==> config.mk <==
export PLATFORM = sky130hd
export DESIGN_NAME = sop_array_flat
export DESIGN_NICKNAME = d
export VERILOG_FILES = /design/src/rtl/sop_array_if.sv /design/src/rtl/sop_array.sv /design/src/flat_wrapper.sv
export SDC_FILE = /design/constraint.sdc
export NUM_CORES = 1
export LEC_CHECK = 0
export ABC_AREA = 1
export CELL_PAD_IN_SITES_DETAIL_PLACEMENT = 0
export CELL_PAD_IN_SITES_GLOBAL_PLACEMENT = 1
export CORE_MARGIN = 2
export CORE_UTILIZATION = 41
export CTS_CLUSTER_SIZE = 28
export DETAILED_ROUTE_END_ITERATION = 8
export PLACE_DENSITY_LB_ADDON = 0.1
export SYNTH_ARGS = -nofsm -noshare
export SYNTH_HDL_FRONTEND = slang
export SYNTH_SLANG_ARGS = --single-unit
==> constraint.sdc <==
create_clock -name clk -period 1.4 [get_ports clk]
set_input_delay 0.35 -clock clk [delete_from_list [all_inputs] [get_ports clk]]
set_output_delay 0.35 -clock clk [all_outputs]
set_load 0.05 [all_outputs]
==> src/rtl/sop_array_if.sv <==
// Handshake/data bundle for sop_array: channel inputs, serial config port, outputs.
interface sop_array_if #(
  parameter int N_CH = 2,
  parameter int N_IN = 6
);
  logic [N_CH*N_IN-1:0] in_bus;
  logic                 cfg_start;
  logic                 cfg_valid;
  logic                 cfg_data;
  logic                 cfg_busy;
  logic                 cfg_done;
  logic [N_CH-1:0]      y;

  modport master (
    output in_bus, cfg_start, cfg_valid, cfg_data,
    input  cfg_busy, cfg_done, y
  );

  modport slave (
    input  in_bus, cfg_start, cfg_valid, cfg_data,
    output cfg_busy, cfg_done, y
  );
endinterface

==> src/rtl/sop_array.sv <==
// Runtime-programmable sum-of-products array: N_CH channels, each an OR of N_TERMS
// masked AND terms with optional inversion; config shifted serially, committed atomically.
module sop_array #(
  parameter int N_CH    = 2,
  parameter int N_TERMS = 2,
  parameter int N_IN    = 6
) (
  input  logic     clk,
  input  logic     rst_n,
  sop_array_if.slave bus
);
  localparam int CH_W = N_TERMS*N_IN + 1;
  localparam int L    = N_CH*CH_W;
  localparam int CW   = $clog2(L+1);

  typedef enum logic [1:0] {IDLE, SHIFT, COMMIT} state_t;

  state_t          state, state_nxt;
  logic [CW-1:0]   cnt, cnt_nxt;
  logic            shift_en;
  logic [L-1:0]    shadow, active;
  logic            busy, done;
  logic [N_CH-1:0] y, y_nxt;

  logic [N_CH-1:0][N_TERMS-1:0] term;

  always_comb begin
    state_nxt = state;
    cnt_nxt   = cnt;
    shift_en  = 1'b0;
    case (state)
      IDLE: begin
        if (bus.cfg_start) begin
          state_nxt = SHIFT;
          cnt_nxt   = '0;
        end
      end
      SHIFT: begin
        // a restart wins over a data bit presented in the same cycle
        if (bus.cfg_start) begin
          cnt_nxt = '0;
        end else if (bus.cfg_valid) begin
          shift_en = 1'b1;
          cnt_nxt  = cnt + 1'b1;
          if (cnt == CW'(L-1)) state_nxt = COMMIT;
        end
      end
      COMMIT: state_nxt = IDLE;
      default: state_nxt = IDLE;
    endcase
  end

  always_ff @(posedge clk) begin
    if (!rst_n) begin
      state  <= IDLE;
      cnt    <= '0;
      shadow <= '0;
      active <= '0;
      busy   <= 1'b0;
      done   <= 1'b0;
      y      <= '0;
    end else begin
      state <= state_nxt;
      cnt   <= cnt_nxt;
      for (int i = 0; i < L; i++)
        if (shift_en && cnt == CW'(i)) shadow[i] <= bus.cfg_data;
      if (state == COMMIT) active <= shadow;
      busy <= (state_nxt != IDLE);
      done <= (state_nxt == COMMIT);
      y    <= y_nxt;
    end
  end

  // Evaluation always uses the committed config, so loads never disturb y.
  for (genvar c = 0; c < N_CH; c++) begin : g_ch
    logic [N_IN-1:0] in_c;
    assign in_c = bus.in_bus[c*N_IN +: N_IN];
    for (genvar t = 0; t < N_TERMS; t++) begin : g_term
      logic [N_IN-1:0] m;
      assign m = active[c*CH_W + t*N_IN +: N_IN];
      // empty mask disables the term rather than making it a vacuous 1
      assign term[c][t] = (|m) & (&(in_c | ~m));
    end
    assign y_nxt[c] = active[c*CH_W + N_TERMS*N_IN] ^ (|term[c]);
  end

  assign bus.cfg_busy = busy;
  assign bus.cfg_done = done;
  assign bus.y        = y;
endmodule
==> src/flat_wrapper.sv <==
// flat-port wrapper written by rule: the top's interface ports become plain ports
module sop_array_flat 
#(
  parameter int N_CH    = 2,
  parameter int N_TERMS = 2,
  parameter int N_IN    = 6
)
  (clk, rst_n, bus_in_bus, bus_cfg_start, bus_cfg_valid, bus_cfg_data, bus_cfg_busy, bus_cfg_done, bus_y);
  sop_array_if #(.N_CH(N_CH), .N_IN(N_IN)) bus_i ();
  input  logic clk;
  input  logic rst_n;
  input wire logic [$bits(bus_i.in_bus)-1:0] bus_in_bus;
  input wire logic [$bits(bus_i.cfg_start)-1:0] bus_cfg_start;
  input wire logic [$bits(bus_i.cfg_valid)-1:0] bus_cfg_valid;
  input wire logic [$bits(bus_i.cfg_data)-1:0] bus_cfg_data;
  output wire logic [$bits(bus_i.cfg_busy)-1:0] bus_cfg_busy;
  output wire logic [$bits(bus_i.cfg_done)-1:0] bus_cfg_done;
  output wire logic [$bits(bus_i.y)-1:0] bus_y;
  assign bus_i.in_bus = bus_in_bus;
  assign bus_i.cfg_start = bus_cfg_start;
  assign bus_i.cfg_valid = bus_cfg_valid;
  assign bus_i.cfg_data = bus_cfg_data;
  assign bus_cfg_busy = bus_i.cfg_busy;
  assign bus_cfg_done = bus_i.cfg_done;
  assign bus_y = bus_i.y;
  sop_array #(.N_CH(N_CH), .N_TERMS(N_TERMS), .N_IN(N_IN)) u_core (.clk(clk), .rst_n(rst_n), .bus(bus_i));
endmodule
==> flow_metrics.py <==
metrics = {
    "final_layout": {
        "n_antenna_cell": 0,
        "final_cells": 573,
        "stdcell_area_mm2": 0.003724,
        "nFillCells": 670,
        "syn2layout_area_growth_pct": 29.28,
        "nets": 494,
        "fin_util": 0.5481,
        "drive_above_1_share": 0.1698,
    },
    "sta": {
        "report.final.hold_viol_count": 0,
        "slew_headroom": 0.7864,
        "tightest_slew_ns": 0.3192,
        "fin_ws_ns": 0.1160,
        "drv_slew": 0,
        "finalCritPeriodShare": 0.9171,
        "clock_skew_ns": 0.01119,
        "timing.fmax_mhz": 778.8,
        "rsz0062_at_grt": "yes",
        "setup_viol": 0,
        "timing.final.crit_period_ns": 1.284,
    },
    "routing": {
        "firstDrtPassIters": 4,
        "wl_per_cell_um": 12.39,
        "dr.first_iter.drc_count": 121,
        "viasPerCell": 4.733,
        "wl_um": 7098,
        "route.detailed.drc": 0,
        "vias": 2712,
        "drtAntennaViolNets": 0,
    },
    "floorplan": {
        "ioPinCount": 21,
        "die_w_um": 87.82,
        "dieArea_mm2": 0.007711,
        "fp.dieH_um": 87.82,
        "start_util": 0.4239,
        "rows": 30,
        "core-area_mm2": 0.006794,
    },
    "setup_path": {
        "cp-start-kind": "flop",
        "max_stage_delay_ns": 0.38,
        "cp.arrival_ns": 1.51,
        "critPathMaxFanout": 5,
        "required_ns": 1.62,
        "end_kind": "flop",
        "critical_path_class": "reg2reg",
        "slowest_stage": "dfxtp_2",
        "crit_chain": "inv_1 > ha_2 > inv_1 > nor2_1 > buf_4 > a21oi_1 > nor2_1",
    },
    "clock_tree": {
        "numCtsBuffers": 9,
        "cts-htree-levels": 3,
        "cts.sinks": 63,
        "path_clk_slew_ns": 0.07,
        "cts_buffer_depth": 2,
        "cts_root_buf": "clkbuf_8",
        "cts_tree": "yes",
        "insertion_delay_ns": 0.33,
    },
    "logic_synthesis": {
        "synthCells": 425,
        "synth_nets": 447,
        "synth-seq-cells": 63,
        "seq_area_frac_synth": 0.4379,
        "syn_area_mm2": 0.002880,
        "synth_warnings": 0,
        "synth_area_per_cell_um2": 6.777,
        "synth_cell_types": 23,
    },
    "global_routing": {
        "grt_usage": 0.2025,
        "grt_pass1_vias": 2546,
        "antenna_found_initial": 0,
        "grt_pass1_wl_um": 12120,
        "grt.overflow.total": 0,
        "grt_max_degree": 23,
    },
    "hold_path": {
        "min-delay-path-class": "reg2reg",
    },
    "power": {
        "power_density_mw_per_mm2": 1027,
        "p_leak_uw": 0.001644,
        "ir_drop_uv": 537.6,
    },
    "placed_design": {
        "numPortBuffers": 20,
        "hpwl_um": 5306,
        "placed_cell_area_mm2": 0.003412,
        "globalplace.congestion": 0.8052,
        "dp.cells": 554,
        "pre_cts_ws_ns": -0.3123,
    },
    "flow_run": {
        "cap_violations": 0,
    },
    "run_status": {
        "status": "finished clean",
    },
}
[critical path, delay by kind of cell (launching register included)]
kind	cells	cell delay, ns
flip-flops	1	0.38
buffers and inverters	3	0.36
adder cells (fa/ha/maj)	1	0.18
AO/OA/AOI/OAI	1	0.13
AND/OR/NAND/NOR	2	0.12
[layer usage]
layer | GRT usage | wire length [um]
met4 | 0.05455 | 51
met5 | 0 | 0
met1 | 0.2747 | 3573
met3 | 0.04618 | 207
met2 | 0.3258 | 3265
[path summary, 6_finish.rpt]
path	start	to	cells past startpoint	slack, ns
max	u_core.cnt[1]	u_core.shadow[21]	7	0.12
min	u_core.shadow[6]	u_core.active[6]	2	0.46
max reg2reg	u_core.cnt[1]	u_core.shadow[21]	7	0.12
min reg2reg	u_core.shadow[6]	u_core.active[6]	2	0.46
[cell usage in the layout (no fill, tap or decap), types with 3 or more instances in the layout]
cell / Yosys / final
buf_4: 1 / 27
inv_2: 2 / 5
ha_2: 0 / 4
nor3_1: 14 / 11
clkbuf_8: 0 / 11
dfxtp_1: 63 / 58
nand3_1: 29 / 29
inv_1: 40 / 37
nor2_2: 6 / 8
nand2_1: 71 / 70
clkdlybuf4s50_1: 0 / 14
buf_12: 0 / 7
nor2_1: 101 / 99
o21ai_0: 38 / 36
nand2_2: 3 / 3
a21oi_1: 26 / 26
dfxtp_2: 0 / 4
o21ai_1: 6 / 8
[cell type report]
cell class / count / area, um2 / area share
multi-input combinational: 304 / 1421 / 0.3817
sequential: 63 / 1270 / 0.3411
timing repair buffer: 52 / 530.5 / 0.1425
clock buffer: 13 / 158.9 / 0.04267
inverter: 42 / 157.7 / 0.04234
tap: 96 / 120.1 / 0.03226
clock inverter: 3 / 65.06 / 0.01747
[cells in the mapped netlist]
library cell | n | share of area
nor2_1 | 101 | 0.13
nand2_1 | 71 | 0.093
dfxtp_1 | 63 | 0.44
inv_1 | 40 | 0.052
o21ai_0 | 38 | 0.066
nand3_1 | 29 | 0.050
a21oi_1 | 26 | 0.045
nor3_1 | 14 | 0.024
clkbuf_1 | 9 | 0.012
nor2_2 | 6 | 0.013
o21ai_1 | 6 | 0.010
ha_1 | 5 | 0.022
buf_2 | 3 | 0.0052
nand2_2 | 3 | 0.0065
buf_6 | 2 | 0.0078
inv_2 | 2 | 0.0026
buf_4 | 1 | 0.0026
clkbuf_2 | 1 | 0.0017
nand3_2 | 1 | 0.0035
nand4_1 | 1 | 0.0022
nor3_4 | 1 | 0.0056
o22ai_1 | 1 | 0.0022
xor2_1 | 1 | 0.0030
[registers in the layout, indices dropped and copies added (netlist names)]
name / count
u_core.active: 26
u_core.shadow: 26
u_core.cnt: 5
u_core.bus.y: 2
u_core.state: 2
u_core.bus.cfg_busy: 1
u_core.bus.cfg_done: 1
[cells by family (layout without fill, tap and decap cells)]
logic type,count (synthesis),count (layout),synth area share
compound gates,71,71,0.1238
xor+xnor,1,1,0.003041
fa+ha+maj,5,5,0.02172
buf+inv,58,110,0.08384
flops,63,63,0.4379
simple gates,227,227,0.3297
[where the power goes]
part           total (uW)  internal [uW]  switching, uW
logic                 242            119            123
clock network        1770           1100            674
registers            1810           1800           9.27
total                3820           3020            806
[per-stage QoR]
| step | power (uW) | hold slack [ns] | setup TNS [ns] |
|---|---|---|---|
| after floorplan | 1953 | 0.4291 | 0 |
| after global placement | 2083 | 0.4476 | -8.081 |
| after detailed placement | 2086 | 0.4527 | -8.512 |
| after CTS | 3862 | 0.4637 | 0 |
| after global routing | 3968 | 0.4811 | -0.03213 |
| final | 3825 | 0.4608 | 0 |
[what timing repair did]
| item | in CTS | in global routing |
|---|---|---|
| pin swaps | 0 | 4 |
| setup endpoints to repair | 2 | 27 |
| buffers inserted | 0 | 2 |
| gates resized for setup | 2 | 27 |
| hold buffers | 0 | 0 |
| gates cloned | 0 | 1 |
Power figures use the tool's default switching activity.
